### src/rtl/text_pkg.sv
// Shared constants, glyph codes and helpers for the text overlay.
package text_pkg;

    localparam int GLYPH_W = 14;
    localparam int GLYPH_H = 14;
    localparam int CELL_W  = 16;
    localparam int CODE_W  = 4;

    typedef enum logic [CODE_W-1:0] {
        G_BLANK = 4'd0,
        G_S     = 4'd1,
        G_C     = 4'd2,
        G_O     = 4'd3,
        G_R     = 4'd4,
        G_E     = 4'd5,
        G_T     = 4'd6,
        G_I     = 4'd7,
        G_M     = 4'd8
    } glyph_code_e;

    // Magnification 8x is not supported; the top encoding falls back to 4x.
    function automatic logic [1:0] eff_scale(input logic [1:0] s);
        return (s == 2'd3) ? 2'd2 : s;
    endfunction

endpackage

### src/rtl/text_overlay_glyph_rom.sv
// Combinational glyph ROM: (code, row, col) -> lit bit for the 14x14 font.
module glyph_rom
    import text_pkg::*;
(
    input  logic [CODE_W-1:0] i_code,
    input  logic [3:0]        i_row,
    input  logic [3:0]        i_col,
    output logic              o_lit
);

    // Row words are 16 bits wide: col 0 is the MSB, the two LSBs are the cell gap.
    // Rows 14 and 15 are padding so any 4-bit row index is safe.
    typedef logic [0:15][15:0] bitmap_t;

    localparam bitmap_t S_BM = {{2{16'b0011111111111100}}, {4{16'b1100000000000000}},
                                {2{16'b0011111111110000}}, {4{16'b0000000000001100}},
                                {2{16'b1111111111110000}}, {2{16'h0000}}};
    localparam bitmap_t C_BM = {{2{16'b0011111111111100}}, {10{16'b1100000000000000}},
                                {2{16'b0011111111111100}}, {2{16'h0000}}};
    localparam bitmap_t O_BM = {{2{16'b0011111111110000}}, {10{16'b1100000000001100}},
                                {2{16'b0011111111110000}}, {2{16'h0000}}};
    localparam bitmap_t R_BM = {{2{16'b1111111111110000}}, {4{16'b1100000000001100}},
                                {2{16'b1111111111110000}}, {6{16'b1100000000001100}},
                                {2{16'h0000}}};
    localparam bitmap_t E_BM = {{2{16'b1111111111111100}}, {4{16'b1100000000000000}},
                                {2{16'b1111111111111100}}, {4{16'b1100000000000000}},
                                {2{16'b1111111111111100}}, {2{16'h0000}}};
    localparam bitmap_t T_BM = {{2{16'b1111111111111100}}, {12{16'b0000001100000000}},
                                {2{16'h0000}}};
    localparam bitmap_t I_BM = {{2{16'b1111111111111100}}, {10{16'b0000001100000000}},
                                {2{16'b1111111111111100}}, {2{16'h0000}}};
    localparam bitmap_t M_BM = {{2{16'b1100000000001100}}, {2{16'b1100110011001100}},
                                {2{16'b1100111111001100}}, {2{16'b1100001100001100}},
                                {6{16'b1100000000001100}}, {2{16'h0000}}};

    logic [15:0] w_row;

    always_comb begin
        w_row = '0;
        case (i_code)
            G_S:     w_row = S_BM[i_row];
            G_C:     w_row = C_BM[i_row];
            G_O:     w_row = O_BM[i_row];
            G_R:     w_row = R_BM[i_row];
            G_E:     w_row = E_BM[i_row];
            G_T:     w_row = T_BM[i_row];
            G_I:     w_row = I_BM[i_row];
            G_M:     w_row = M_BM[i_row];
            default: w_row = '0;
        endcase
    end

    assign o_lit = (i_col < 4'(GLYPH_W)) && w_row[4'd15 - i_col];

endmodule

### src/rtl/text_overlay.sv
// Two-stage text overlay: string box hit test, then glyph lookup from a frame-latched buffer.
// Optional macro TEXT_BLINK_EN adds a blink input and a frame-counted blink phase.
module text_overlay
    import text_pkg::*;
#(
    parameter int MAX_CHARS    = 8,
    parameter int PIX_W        = 6,
    parameter int BLINK_FRAMES = 30
) (
    input  logic              Clk,
    input  logic              Reset,
    input  logic              frame_start,
    input  logic [9:0]        DrawX,
    input  logic [9:0]        DrawY,
    input  logic [9:0]        org_x,
    input  logic [9:0]        org_y,
    input  logic [1:0]        scale_log2,
    input  logic [PIX_W-1:0]  fg_color,
    input  logic              wr_en,
    input  logic [3:0]        wr_addr,
    input  logic [CODE_W-1:0] wr_code,
`ifdef TEXT_BLINK_EN
    input  logic              blink,
`endif
    output logic              text_on,
    output logic [PIX_W-1:0]  text_pix
);

    localparam logic [5:0] MAX_CELLS = 6'(MAX_CHARS);

    logic [1:0]        w_s;
    logic [9:0]        w_rx, w_ry, w_u, w_v;
    logic              w_inbox;
    logic              w_wr_ok;
    logic [CODE_W-1:0] w_code;
    logic              w_lit;
    logic              w_on;
    logic              w_blank;

    // Sized to 16 so any 4-bit cell index is in range; cells >= MAX_CHARS stay blank.
    logic [CODE_W-1:0] r_shadow  [16];
    logic [CODE_W-1:0] r_display [16];

    logic              r_inbox_p1;
    logic [3:0]        r_cell_p1, r_col_p1, r_row_p1;
    logic [PIX_W-1:0]  r_fg_p1;
    logic              r_text_on;
    logic [PIX_W-1:0]  r_text_pix;

    assign w_wr_ok = wr_en && ({2'b00, wr_addr} < MAX_CELLS);

    always_ff @(posedge Clk) begin
        if (Reset) begin
            for (int i = 0; i < 16; i++) begin
                r_shadow[i]  <= '0;
                r_display[i] <= '0;
            end
        end else begin
            if (w_wr_ok) begin
                r_shadow[wr_addr] <= wr_code;
            end
            // A write landing on the frame_start cycle goes straight into the copy.
            if (frame_start) begin
                for (int i = 0; i < 16; i++) begin
                    r_display[i] <= (w_wr_ok && wr_addr == 4'(i)) ? wr_code : r_shadow[i];
                end
            end
        end
    end

    // Stage 1: box-relative coordinates and hit test
    assign w_s  = eff_scale(scale_log2);
    assign w_rx = DrawX - org_x;
    assign w_ry = DrawY - org_y;
    assign w_u  = w_rx >> w_s;
    assign w_v  = w_ry >> w_s;

    assign w_inbox = (DrawX >= org_x) && (DrawY >= org_y) &&
                     (w_v < 10'(GLYPH_H)) && (w_u[9:4] < MAX_CELLS);

    always_ff @(posedge Clk) begin
        if (Reset) begin
            r_inbox_p1 <= 1'b0;
            r_cell_p1  <= '0;
            r_col_p1   <= '0;
            r_row_p1   <= '0;
            r_fg_p1    <= '0;
        end else begin
            r_inbox_p1 <= w_inbox;
            r_cell_p1  <= w_u[7:4];
            r_col_p1   <= w_u[3:0];
            r_row_p1   <= w_v[3:0];
            r_fg_p1    <= fg_color;
        end
    end

    // Stage 2: glyph lookup and output register
    assign w_code = r_display[r_cell_p1];

    glyph_rom u_glyph_rom (
        .i_code (w_code),
        .i_row  (r_row_p1),
        .i_col  (r_col_p1),
        .o_lit  (w_lit)
    );

    assign w_on = r_inbox_p1 && w_lit && (r_col_p1 < 4'(GLYPH_W)) && !w_blank;

    always_ff @(posedge Clk) begin
        if (Reset) begin
            r_text_on  <= 1'b0;
            r_text_pix <= '0;
        end else begin
            r_text_on  <= w_on;
            r_text_pix <= w_on ? r_fg_p1 : '0;
        end
    end

    assign text_on  = r_text_on;
    assign text_pix = r_text_pix;

`ifdef TEXT_BLINK_EN
    localparam int CNT_W = (BLINK_FRAMES > 1) ? $clog2(BLINK_FRAMES) : 1;

    logic [CNT_W-1:0] r_frame_cnt;
    logic             r_phase;
    logic             r_seen;
    logic             r_blink_p1;

    // The first frame_start opens frame 0 without advancing the count.
    always_ff @(posedge Clk) begin
        if (Reset || !blink) begin
            r_frame_cnt <= '0;
            r_phase     <= 1'b0;
            r_seen      <= 1'b0;
        end else if (frame_start) begin
            if (!r_seen) begin
                r_seen <= 1'b1;
            end else if (r_frame_cnt == CNT_W'(BLINK_FRAMES - 1)) begin
                r_frame_cnt <= '0;
                r_phase     <= ~r_phase;
            end else begin
                r_frame_cnt <= r_frame_cnt + 1'b1;
            end
        end
    end

    always_ff @(posedge Clk) begin
        if (Reset) begin
            r_blink_p1 <= 1'b0;
        end else begin
            r_blink_p1 <= blink;
        end
    end

    assign w_blank = r_blink_p1 && r_phase;
`else
    assign w_blank = 1'b0;
`endif

endmodule
### config.mk
export PLATFORM = sky130hd
export DESIGN_NAME = text_overlay
export DESIGN_NICKNAME = d
export VERILOG_FILES = /design/src/rtl/text_pkg.sv /design/src/rtl/text_overlay_glyph_rom.sv /design/src/rtl/text_overlay.sv
export SDC_FILE = /design/constraint.sdc
export NUM_CORES = 1
export LEC_CHECK = 0
export ABC_AREA = 1
export BUFFER_PORTS_ARGS = -buffer_cell sky130_fd_sc_hd__buf_4
export CORE_UTILIZATION = 30
export CTS_BUF_LIST = sky130_fd_sc_hd__clkbuf_4
export DETAILED_ROUTE_END_ITERATION = 12
export SYNTH_ARGS = -nofsm -noshare
export SYNTH_HDL_FRONTEND = slang
export SYNTH_SLANG_ARGS = --single-unit
### constraint.sdc
create_clock -name Clk -period 4.1 [get_ports Clk]
set_clock_uncertainty 0.05 [all_clocks]
set_input_delay 0.41 -clock Clk [delete_from_list [all_inputs] [get_ports Clk]]
set_output_delay 0.41 -clock Clk [all_outputs]
set_load 0.005 [all_outputs]
==> results.yml, run 1 <==
timing:
  timing.final.ws_setup_ps: 1640
  min_period_over_period_pct: 60.1
  final_hold_viol_count: 0
  tns_ps: 0
  final.min_clock_period_ps: 2460
  grt_setup_unrepaired: "false"
  worst_margin_slew_ps: 1020
  clock.fmax_ghz: 0.406
  final_max_slew_viol_count: 0
  final-setup-viol-count: 0
  relSlewSlack_pct: 31.7
setup_path:
  cp-end-kind: "register"
  arrival_ps: 2920
  worstPathRequired_ps: 4560
  crit_path_frequent_cell: "sky130_fd_sc_hd__nand3_1"
  start_kind: "register"
  path_buf_inv: 3
  cp_slowest_cell: "sky130_fd_sc_hd__dfxtp_1"
  critPathKind: "reg2reg"
  path_cells: "buf_4 -> inv_4 -> nand2_1 -> nand3_1 -> nand3_1 -> nand3_1 -> nand2_2 -> inv_2 -> nor2_2 -> nand3_1 -> nand2_1 -> nor2_2 -> nand3_1 -> nand2_1 -> nand2_1 -> nand3_4 -> nor2_2"
  slowest_delay_ps: 330
  cpLargestDelayFamily: "simple AND/OR/NAND/NOR gates"
  cp_max_fo: 35
hold_path:
  min-delay-start: "scale_log2[1]"
  classification_of_the_worst_slack_hold_path: "in2reg"
clocking:
  clk_path_buf_depth: 2
  cts-root-buf: "sky130_fd_sc_hd__clkbuf_4"
  clkSlewWorstSetupHoldPaths_ps: 120
  postCtsResizedCells: 0
  clock_sink_count: 152
  insertion_delay_ps: 550
  cts_inserted_buffers: 17
  cts.htree.levels: 4
  clock_tree_from_tritoncts: "built"
finish:
  num-fill-cells: 2707
  post_route_cells_drive_above_1_share_pct: 12.6
  multi_input_combinational_cell_area_mm2: 0.00304
  area_delta_synth_final_pct: 15.4
  regArea_mm2: 0.00432
  fin_nets: 1127
run:
  max-cap-violations: 0
synth:
  synth_area_mm2: 0.00810
  post_synth_main_area_contributors: "sky130_fd_sc_hd__edfxtp_1 (47%), sky130_fd_sc_hd__nand2_1 (9.4%), sky130_fd_sc_hd__inv_1 (7.7%)"
  synthArstFlopShare_pct: 0
  ys_ff_latch: 152
  synth.yosys.warnings: 0
  avg_synthesized_cell_area_um2: 8.54
  register_area_share_after_synthesis_pct: 53.4
  synth_cell_types: 42
  synth_cells: 948
  synth_ff_type: "sky130_fd_sc_hd__edfxtp_1"
  synth-edff-count: 128
  synthDominantCellAreaShare_pct: 47.5
  synth_top_area_cell: "sky130_fd_sc_hd__edfxtp_1"
floorplan:
  die_y_um: 166
  design.die.area_mm2: 0.0277
  initial_standard_cell_utilization_of_the_core_pct: 30.8
  fp.coreArea_mm2: 0.0263
  die-width_um: 166
  core.rowCount: 59
  pin_count: 67
power:
  power-per-cell-area_mw_per_mm2: 373
  worst_voltage_drop_across_the_vdd_grid_v: 0.000144
  power_leakage_nw: 4.29
run_status:
  run_status: "finished with violations"
  failing_checks: "DRC"
detailed_routing:
  drt_first_pass_iters: 9
  num_vias: 6163
  route.met2.wl_um: 7740
  routed_wl_um: 16500
  met3_wirelength_um: 687
  routed_via_density: 4.43
  top_signal_layer_used: "met4"
  drt_iter0_markers: 518
  detail-route-antenna-nets: 0
  route.layer.met1.wl_um: 7880
  residual_drc: 2
  detail_route.wl_per_cell_um: 11.9
grt:
  grt_pass1_wl_um: 27800
  gr_util_all_layers_pct: 12.5
  grt_pass1_vias: 5764
  grt.overflow.total: 0
  grt_max_degree: 66
  antenna_violations_before_repair: 1
placement:
  post-place-ws_ps: 1500
  gpl.final_weighted_congestion: 0.876
  port-buffer-count: 66
  dp_hpwl_um: 12100
## layout make-up
| class | count | share of cell area (%) |
|---|---|---|
| clock buffers | 19 | 1.53 |
| inverters | 176 | 7.12 |
| clock inverters | 13 | 1.65 |
| flip-flops and latches | 152 | 46.3 |
| diodes | 1 | 0.0268 |
| repair buffers | 78 | 6.43 |
| well taps | 335 | 4.48 |
| multi-input cells | 616 | 32.5 |
## state kept, by name, indices dropped and copies added, names as in the netlist, named ones only
name	count
text_pix	6
r_display	64
r_col_p1	3
text_on	1
r_row_p1	3
r_shadow	64
r_fg_p1	6
r_inbox_p1	1
## cell usage in the layout, fill, tap and decap left out, types with 2 or more instances in the layout
cell type	count
sky130_fd_sc_hd__a211oi_1	7
sky130_fd_sc_hd__a21o_1	2
sky130_fd_sc_hd__a21oi_1	47
sky130_fd_sc_hd__a31oi_1	3
sky130_fd_sc_hd__buf_4	72
sky130_fd_sc_hd__bufinv_16	3
sky130_fd_sc_hd__clkbuf_4	19
sky130_fd_sc_hd__clkinv_1	4
sky130_fd_sc_hd__clkinv_2	3
sky130_fd_sc_hd__clkinv_4	2
sky130_fd_sc_hd__clkinvlp_4	2
sky130_fd_sc_hd__conb_1	32
sky130_fd_sc_hd__dfxtp_1	24
sky130_fd_sc_hd__dlygate4sd3_1	6
sky130_fd_sc_hd__edfxtp_1	128
sky130_fd_sc_hd__fa_1	2
sky130_fd_sc_hd__ha_1	24
sky130_fd_sc_hd__inv_1	167
sky130_fd_sc_hd__inv_2	5
sky130_fd_sc_hd__inv_4	2
sky130_fd_sc_hd__nand2_1	201
sky130_fd_sc_hd__nand2_2	5
sky130_fd_sc_hd__nand3_1	83
sky130_fd_sc_hd__nand3_2	2
sky130_fd_sc_hd__nor2_1	124
sky130_fd_sc_hd__nor2_2	10
sky130_fd_sc_hd__nor2_4	3
sky130_fd_sc_hd__nor3_1	7
sky130_fd_sc_hd__nor4_1	2
sky130_fd_sc_hd__o2111ai_1	2
sky130_fd_sc_hd__o211ai_1	3
sky130_fd_sc_hd__o21ai_0	31
sky130_fd_sc_hd__o21ai_1	2
sky130_fd_sc_hd__o221ai_1	3
sky130_fd_sc_hd__xnor2_1	3
sky130_fd_sc_hd__xor2_1	10
## final timing paths
kind,to,slack (ps),cells after the start
setup reg to reg,text_pix[1],1640,17
hold / removal,register,80,2
hold reg to reg,text_pix[0],370,2
setup / recovery,text_pix[1],1640,17
## synth_stat cells (all sizes together) (3+ instances only)
master / number
nand3: 86
nand2: 206
o211ai: 3
a31oi: 3
xnor2: 3
nor3: 7
nor2: 137
xor2: 10
buf: 12
clkbuf: 23
ha: 24
o21ai: 33
inv: 174
o221ai: 3
edfxtp: 128
dfxtp: 24
a211oi: 7
a21oi: 49
## metal layers
metal / vias to the layer above / global-route usage [%]
met3: 23 / 2.31
li1: 3195 / -
met4: 0 / 4.75
met2: 155 / 20.2
met5: - / 0
met1: 2790 / 16.6
## cells by family (layout without fill, tap and decap cells)
| kind of cell | Yosys count | after routing | share of synthesized area (%) |
|---|---|---|---|
| AND/OR/NAND/NOR | 441 | 441 | 23.0 |
| other | 1 | 33 | 0.0463 |
| flip-flops | 152 | 152 | 53.4 |
| multiplexers | 1 | 1 | 0.124 |
| buffers and inverters | 211 | 286 | 10.6 |
| XOR/XNOR | 13 | 13 | 1.41 |
| adder cells (fa/ha/maj) | 26 | 26 | 4.20 |
| AO/OA/AOI/OAI | 103 | 103 | 7.25 |
## per-stage QoR
| stage | instance area, um2 | cells | util (%) | total power [mW] | hold WS [ps] |
|---|---|---|---|---|---|
| global placement | 8990 | 1351 | 34.2 | 2.55 | 360 |
| global route | 9350 | 1390 | 35.6 | 3.68 | 44.7 |
| detailed placement | 8990 | 1351 | 34.2 | 2.56 | 364 |
| finish | 9350 | 1390 | 35.6 | 3.48 | 77.6 |
| floorplan | 8220 | 979 | - | 2.39 | 358 |
| CTS | 9340 | 1389 | 35.6 | 3.51 | 28.1 |
## report_power, final
group / internal, mW / total [mW] / switching, mW
clock network: 0.432 / 0.952 / 0.520
registers: 1.79 / 1.84 / 0.0485
logic: 0.245 / 0.694 / 0.449
## timing repair
item	4_1_cts	5_1_grt
endpoints found under the setup margin	0	0
buffers inserted	0	0
hold buffers	6	0
endpoints found under the hold margin	6	0
Note: power is estimated with default switching activity, not from simulation.
==> run 2, diff against run 1 <==
==> constraint.sdc (replaced) <==
create_clock -name Clk -period 2.2 [get_ports Clk]
set_clock_uncertainty 0.05 [all_clocks]
set_input_delay 0.22 -clock Clk [delete_from_list [all_inputs] [get_ports Clk]]
set_output_delay 0.22 -clock Clk [all_outputs]
set_load 0.005 [all_outputs]
==> results.yml, run 2 (synthesized netlist as in run 1, its figures left out) <==
run_status:
  run_status: "finished with violations"
  failing_checks: "DRC, setup timing"
finish:
  area_delta_synth_final_pct: 22.8
  reg_top3: "r_display x64, r_shadow x64"
  layout_commonest_cell: "sky130_fd_sc_hd__nand2_1"
  fin_nets: 1165
  post_route_cells_drive_above_1_share_pct: 19.0
  fin_area_mm2: 0.00995
  post-route-util_pct: 37.9
  most-common-layout-cells: "sky130_fd_sc_hd__nand2_1 (191), sky130_fd_sc_hd__inv_1 (167), sky130_fd_sc_hd__edfxtp_1 (128)"
hold_path:
  classification_of_the_worst_slack_hold_path: "in2reg"
  hold_path_depth: 3
  min-delay-start: "wr_code[3]"
  whs_endpoint: "r_shadow[6][3]"
detailed_routing:
  detail-route-antenna-nets: 0
  residual_drc: 2
  num_vias: 6352
  detail_route.wl_per_cell_um: 12.4
  routed_via_density: 4.45
  drt_first_pass_iters: 9
  drt_iter0_markers: 553
  routed_wl_um: 17700
floorplan:
  die_y_um: 166
  core.rowCount: 59
  fp.coreArea_mm2: 0.0263
  design.die.area_mm2: 0.0277
  die-width_um: 166
  pin_count: 67
  initial_standard_cell_utilization_of_the_core_pct: 30.8
power:
  sw_frac_of_total_pct: 31.3
  worst_voltage_drop_across_the_vdd_grid_v: 0.000293
  seq_power_share_pct: 50.2
  combinationalPowerShare_pct: 23.5
  power_report.internal_total_mw: 4.67
  share_clk_of_total_power_pct: 26.3
  power_leakage_nw: 4.58
  power-per-cell-area_mw_per_mm2: 684
  p_switching_mw: 2.13
grt:
  met3_routing_resource_usage_after_global_routing_pct: 2.88
  grt_most_used_layer: "met2"
  grt_pass1_vias: 5942
  grt_max_degree: 60
  grt.overflow.total: 0
  grt_use_met1_pct: 16.8
  gr_util_all_layers_pct: 12.7
  grt_pass1_wl_um: 28300
  antenna_violations_before_repair: 1
  grt_util_met2_pct: 21.0
timing:
  final-setup-viol-count: 7
  final_max_slew_viol_count: 0
  fin_hold_ws_ps: 63.7
  grt_setup_unrepaired: "true"
  min_period_over_period_pct: 104
  timing.final.ws_setup_ps: -81.3
  clock.fmax_ghz: 0.438
  worst_margin_slew_ps: 692
  final_hold_viol_count: 0
  relSlewSlack_pct: 53.9
  final.min_clock_period_ps: 2280
placement:
  post-place-ws_ps: -49.0
  gpl.final_weighted_congestion: 0.855
  dp_hpwl_um: 12800
  postPlaceCellArea_mm2: 0.00923
  port-buffer-count: 66
clocking:
  cts_inserted_buffers: 17
  clock_tree_from_tritoncts: "built"
  clkSlewWorstSetupHoldPaths_ps: 130
  cts-root-buf: "sky130_fd_sc_hd__clkbuf_4"
  clk_path_buf_depth: 2
  cts.htree.levels: 4
  clock_sink_count: 152
  insertion_delay_ps: 560
setup_path:
  r2r_setup_slack_ps: -80
  cp_max_fo: 7
  start_kind: "register"
  worstPathRequired_ps: 2650
  critPathKind: "reg2reg"
  arrival_ps: 2730
  cp-end-kind: "register"
  worst-r2r-cell-count: 15
  critical_path.reg2reg.endpoint: "text_pix[0]"
run:
  max-cap-violations: 0
## run 2: area by class of cell
cell class / count / area (um2)
repair buffers: 116 / 986
fillers: 2662 / 16300
diodes: 1 / 2.50
multi-input cells: 616 / 3250
flip-flops and latches: 152 / 4330
clock buffers: 18 / 135
clock inverters: 14 / 158
well taps: 335 / 419
inverters: 176 / 671
## run 2: worst max-delay path: stages, from the launching register on
cell                      delay, ps
sky130_fd_sc_hd__dfxtp_4        440
sky130_fd_sc_hd__buf_2          180
sky130_fd_sc_hd__nand2_1         70
sky130_fd_sc_hd__nand2_1         70
sky130_fd_sc_hd__nand2_1         50
sky130_fd_sc_hd__nand3_1         80
sky130_fd_sc_hd__nand3_1        100
sky130_fd_sc_hd__nand2_2        160
sky130_fd_sc_hd__inv_2           70
sky130_fd_sc_hd__nor2_2         170
sky130_fd_sc_hd__nand3_1        150
sky130_fd_sc_hd__nand3_1        110
sky130_fd_sc_hd__nor2_1          60
sky130_fd_sc_hd__a21oi_2        180
sky130_fd_sc_hd__nand3_4        170
sky130_fd_sc_hd__nor2_2         130
## run 2: timing repair
action	CTS	global route
gates cloned	0	4
pin swaps	0	40
endpoints found under the setup margin	7	7
buffers inserted	0	1
hold buffers	12	0
resized for setup	1	54
hold endpoints to repair	26	0
## run 2: through the flow
| step | std cells | setup TNS (ps) | total power, mW |
|---|---|---|---|
| 2_1_floorplan | 979 | 0 | 4.45 |
| 3_3_place_gp | 1378 | -40.6 | 4.85 |
| 3_5_place_dp | 1378 | -297 | 4.87 |
| 4_1_cts | 1422 | 0 | 6.67 |
| 5_1_grt | 1428 | -1300 | 7.18 |
| 6_report | 1428 | -449 | 6.81 |
## run 2: power by group through the flow
stage / clock network, mW / registers, mW / logic (mW)
CTS: 1.84 / 3.41 / 1.41
finish: 1.79 / 3.42 / 1.60
floorplan: 0 / 3.44 / 1.01
detailed placement: 0 / 3.48 / 1.39
global route: 1.95 / 3.44 / 1.79
global placement: 0 / 3.47 / 1.38
## run 2: worst max-delay path by stage
stage / to / slack (ps) / depth (start not counted)
2_1_floorplan: r_display[0][0] / 10 / 4
3_3_place_gp: r_inbox_p1 / -40 / 15
3_5_place_dp: text_pix[0] / -50 / 15
4_1_cts: text_pix[4] / 7 / 17
5_1_grt: text_pix[0] / -210 / 15
6_report: text_pix[0] / -80 / 15
## run 2: routing by layer
metal  vias to the layer above  wire, um
li1                       3273         -
met1                      2895      8240
met2                       167      8420
met3                        17       834
met4                         0       196
met5                         -         0
==> run 3, diff against run 2 <==
--- a/config.mk
+++ b/config.mk
@@ -10,6 +10,8 @@
 export CORE_UTILIZATION = 30
 export CTS_BUF_LIST = sky130_fd_sc_hd__clkbuf_4
 export DETAILED_ROUTE_END_ITERATION = 12
+export REMOVE_ABC_BUFFERS = 1
+export SKIP_LAST_GASP = 1
 export SYNTH_ARGS = -nofsm -noshare
 export SYNTH_HDL_FRONTEND = slang
 export SYNTH_SLANG_ARGS = --single-unit
==> results.yml, run 3 (synthesized netlist as in run 1, its figures left out) <==
floorplan:
  initial_standard_cell_utilization_of_the_core_pct: 30.8
  die-width_um: 166
  core.rowCount: 59
  design.die.area_mm2: 0.0277
  pin_count: 67
  die_y_um: 166
  fp.coreArea_mm2: 0.0263
timing:
  timing.final.ws_setup_ps: -1.73
  grt_setup_unrepaired: "true"
  final_hold_viol_count: 0
  final.min_clock_period_ps: 2200
  final_max_slew_viol_count: 0
  relSlewSlack_pct: 60.2
  clock.fmax_ghz: 0.454
  worst_margin_slew_ps: 592
  final-setup-viol-count: 2
  min_period_over_period_pct: 100
setup_path:
  arrival_ps: 2650
  critPathKind: "reg2reg"
  worstPathRequired_ps: 2650
  start_kind: "register"
  cp_max_fo: 8
  r2r_setup_slack_ps: -2
  cp-end-kind: "register"
finish:
  area_delta_synth_final_pct: 19.1
  regArea_mm2: 0.00433
  multi_input_combinational_cell_area_mm2: 0.00309
  reg_top3: "r_display x64, r_shadow x64"
  fin_nets: 1152
  post-route-util_pct: 36.7
  post_route_cells_drive_above_1_share_pct: 14.5
  num-fill-cells: 2700
  most-common-layout-cells: "sky130_fd_sc_hd__nand2_1 (199), sky130_fd_sc_hd__inv_1 (167), sky130_fd_sc_hd__edfxtp_1 (128)"
  layout_commonest_cell: "sky130_fd_sc_hd__nand2_1"
clocking:
  clk_path_buf_depth: 2
  clkSlewWorstSetupHoldPaths_ps: 140
  cts.htree.levels: 4
  cts_inserted_buffers: 17
  clock_tree_from_tritoncts: "built"
  cts-root-buf: "sky130_fd_sc_hd__clkbuf_4"
  clock_sink_count: 152
  insertion_delay_ps: 550
placement:
  dp_hpwl_um: 12300
  gpl.final_weighted_congestion: 0.842
  port-buffer-count: 66
power:
  power-per-cell-area_mw_per_mm2: 663
  share_clk_of_total_power_pct: 23.5
  sw_frac_of_total_pct: 32.1
  worst_voltage_drop_across_the_vdd_grid_v: 0.000307
  p_switching_mw: 2.06
  seq_power_share_pct: 53.3
  power_report.internal_total_mw: 4.34
  power_leakage_nw: 4.43
  combinationalPowerShare_pct: 23.2
  finalPower_mw: 6.40
grt:
  gr_util_all_layers_pct: 12.9
  grt_max_degree: 65
  grt_util_met2_pct: 21.0
  grt_use_met1_pct: 17.5
  grt.overflow.total: 0
  grt_most_used_layer: "met2"
  met3_routing_resource_usage_after_global_routing_pct: 2.31
  grt_pass1_wl_um: 28900
  grt_pass1_vias: 5988
  antenna_violations_before_repair: 1
detailed_routing:
  routed_via_density: 4.40
  residual_drc: 3
  drt_first_pass_iters: 10
  routed_wl_um: 17300
  detail-route-antenna-nets: 0
  detail_route.wl_per_cell_um: 12.3
  drt_iter0_markers: 571
  num_vias: 6228
run_status:
  failing_checks: "DRC, setup timing"
  run_status: "finished with violations"
hold_path:
  classification_of_the_worst_slack_hold_path: "in2reg"
run:
  max-cap-violations: 0
run 3: worst paths after layout:
| kind | startpoint | to | depth (start not counted) |
|---|---|---|---|
| max reg2reg | register | text_pix[2] | 13 |
| max | register | text_pix[2] | 13 |
| min | wr_code[1] | r_shadow[4][1] | 3 |
| min reg2reg | r_fg_p1[3] | text_pix[3] | 2 |
run 3: worst max-delay path: stages (launching register included):
cell and delay [ps]:
sky130_fd_sc_hd__dfxtp_4 460, sky130_fd_sc_hd__clkbuf_16 180, sky130_fd_sc_hd__nand2_1 50, sky130_fd_sc_hd__nand3_1 70
sky130_fd_sc_hd__nand3_1 110, sky130_fd_sc_hd__nand3_1 140, sky130_fd_sc_hd__nand2_4 100, sky130_fd_sc_hd__nor2_4 200
sky130_fd_sc_hd__nand3_1 150, sky130_fd_sc_hd__nand3_1 120, sky130_fd_sc_hd__nor2_1 70, sky130_fd_sc_hd__a21oi_2 170
sky130_fd_sc_hd__nand3_4 180, sky130_fd_sc_hd__nor2_2 110
run 3: metrics by stage:
stage          TNS (ps)  instances  worst slack [ps]  hold slack [ps]  area (um2)
2_1_floorplan    -16280        944              -310              239        8030
3_3_place_gp          0       1366              16.3              361        9140
3_5_place_dp       -143       1366             -26.1              365        9140
4_1_cts               0       1410              1.31             11.8        9510
5_1_grt           -1090       1414              -187             36.3        9640
6_report          -2.87       1414             -1.73             40.5        9640
run 3: power by group through the flow:
stage,Combinational (mW),Clock (mW),Sequential [mW]
after floorplan,0.904,0,3.47
after global placement,1.36,0,3.46
after detailed placement,1.37,0,3.47
after CTS,1.40,1.55,3.41
after global routing,1.67,1.66,3.43
final,1.48,1.51,3.41
run 3: cell type report:
cell class / instances / area share [%]
antenna: 1 / 0.0260
clock buffer: 17 / 1.32
clock inverter: 14 / 1.04
inverter: 176 / 7.01
multi-input combinational: 616 / 32.0
sequential: 152 / 44.9
tap: 335 / 4.35
timing repair buffer: 103 / 9.32
run 3: per-layer routing:
metal	wire length (um)	vias to the layer above	share of wire [%]
li1	-	3243	-
met1	8240	2804	48
met2	8000	163	46
met3	816	18	4.7
met4	269	0	1.6
met5	0	-	0
run 3: timing repair:
item                                   CTS  global route
endpoints found under the hold margin   17             0
pin swaps                                2             4
setup buffers                            0             2
setup endpoints to repair                7             7
gates resized for setup                  5            19
cloned                                   0             1
hold buffers                            13             0
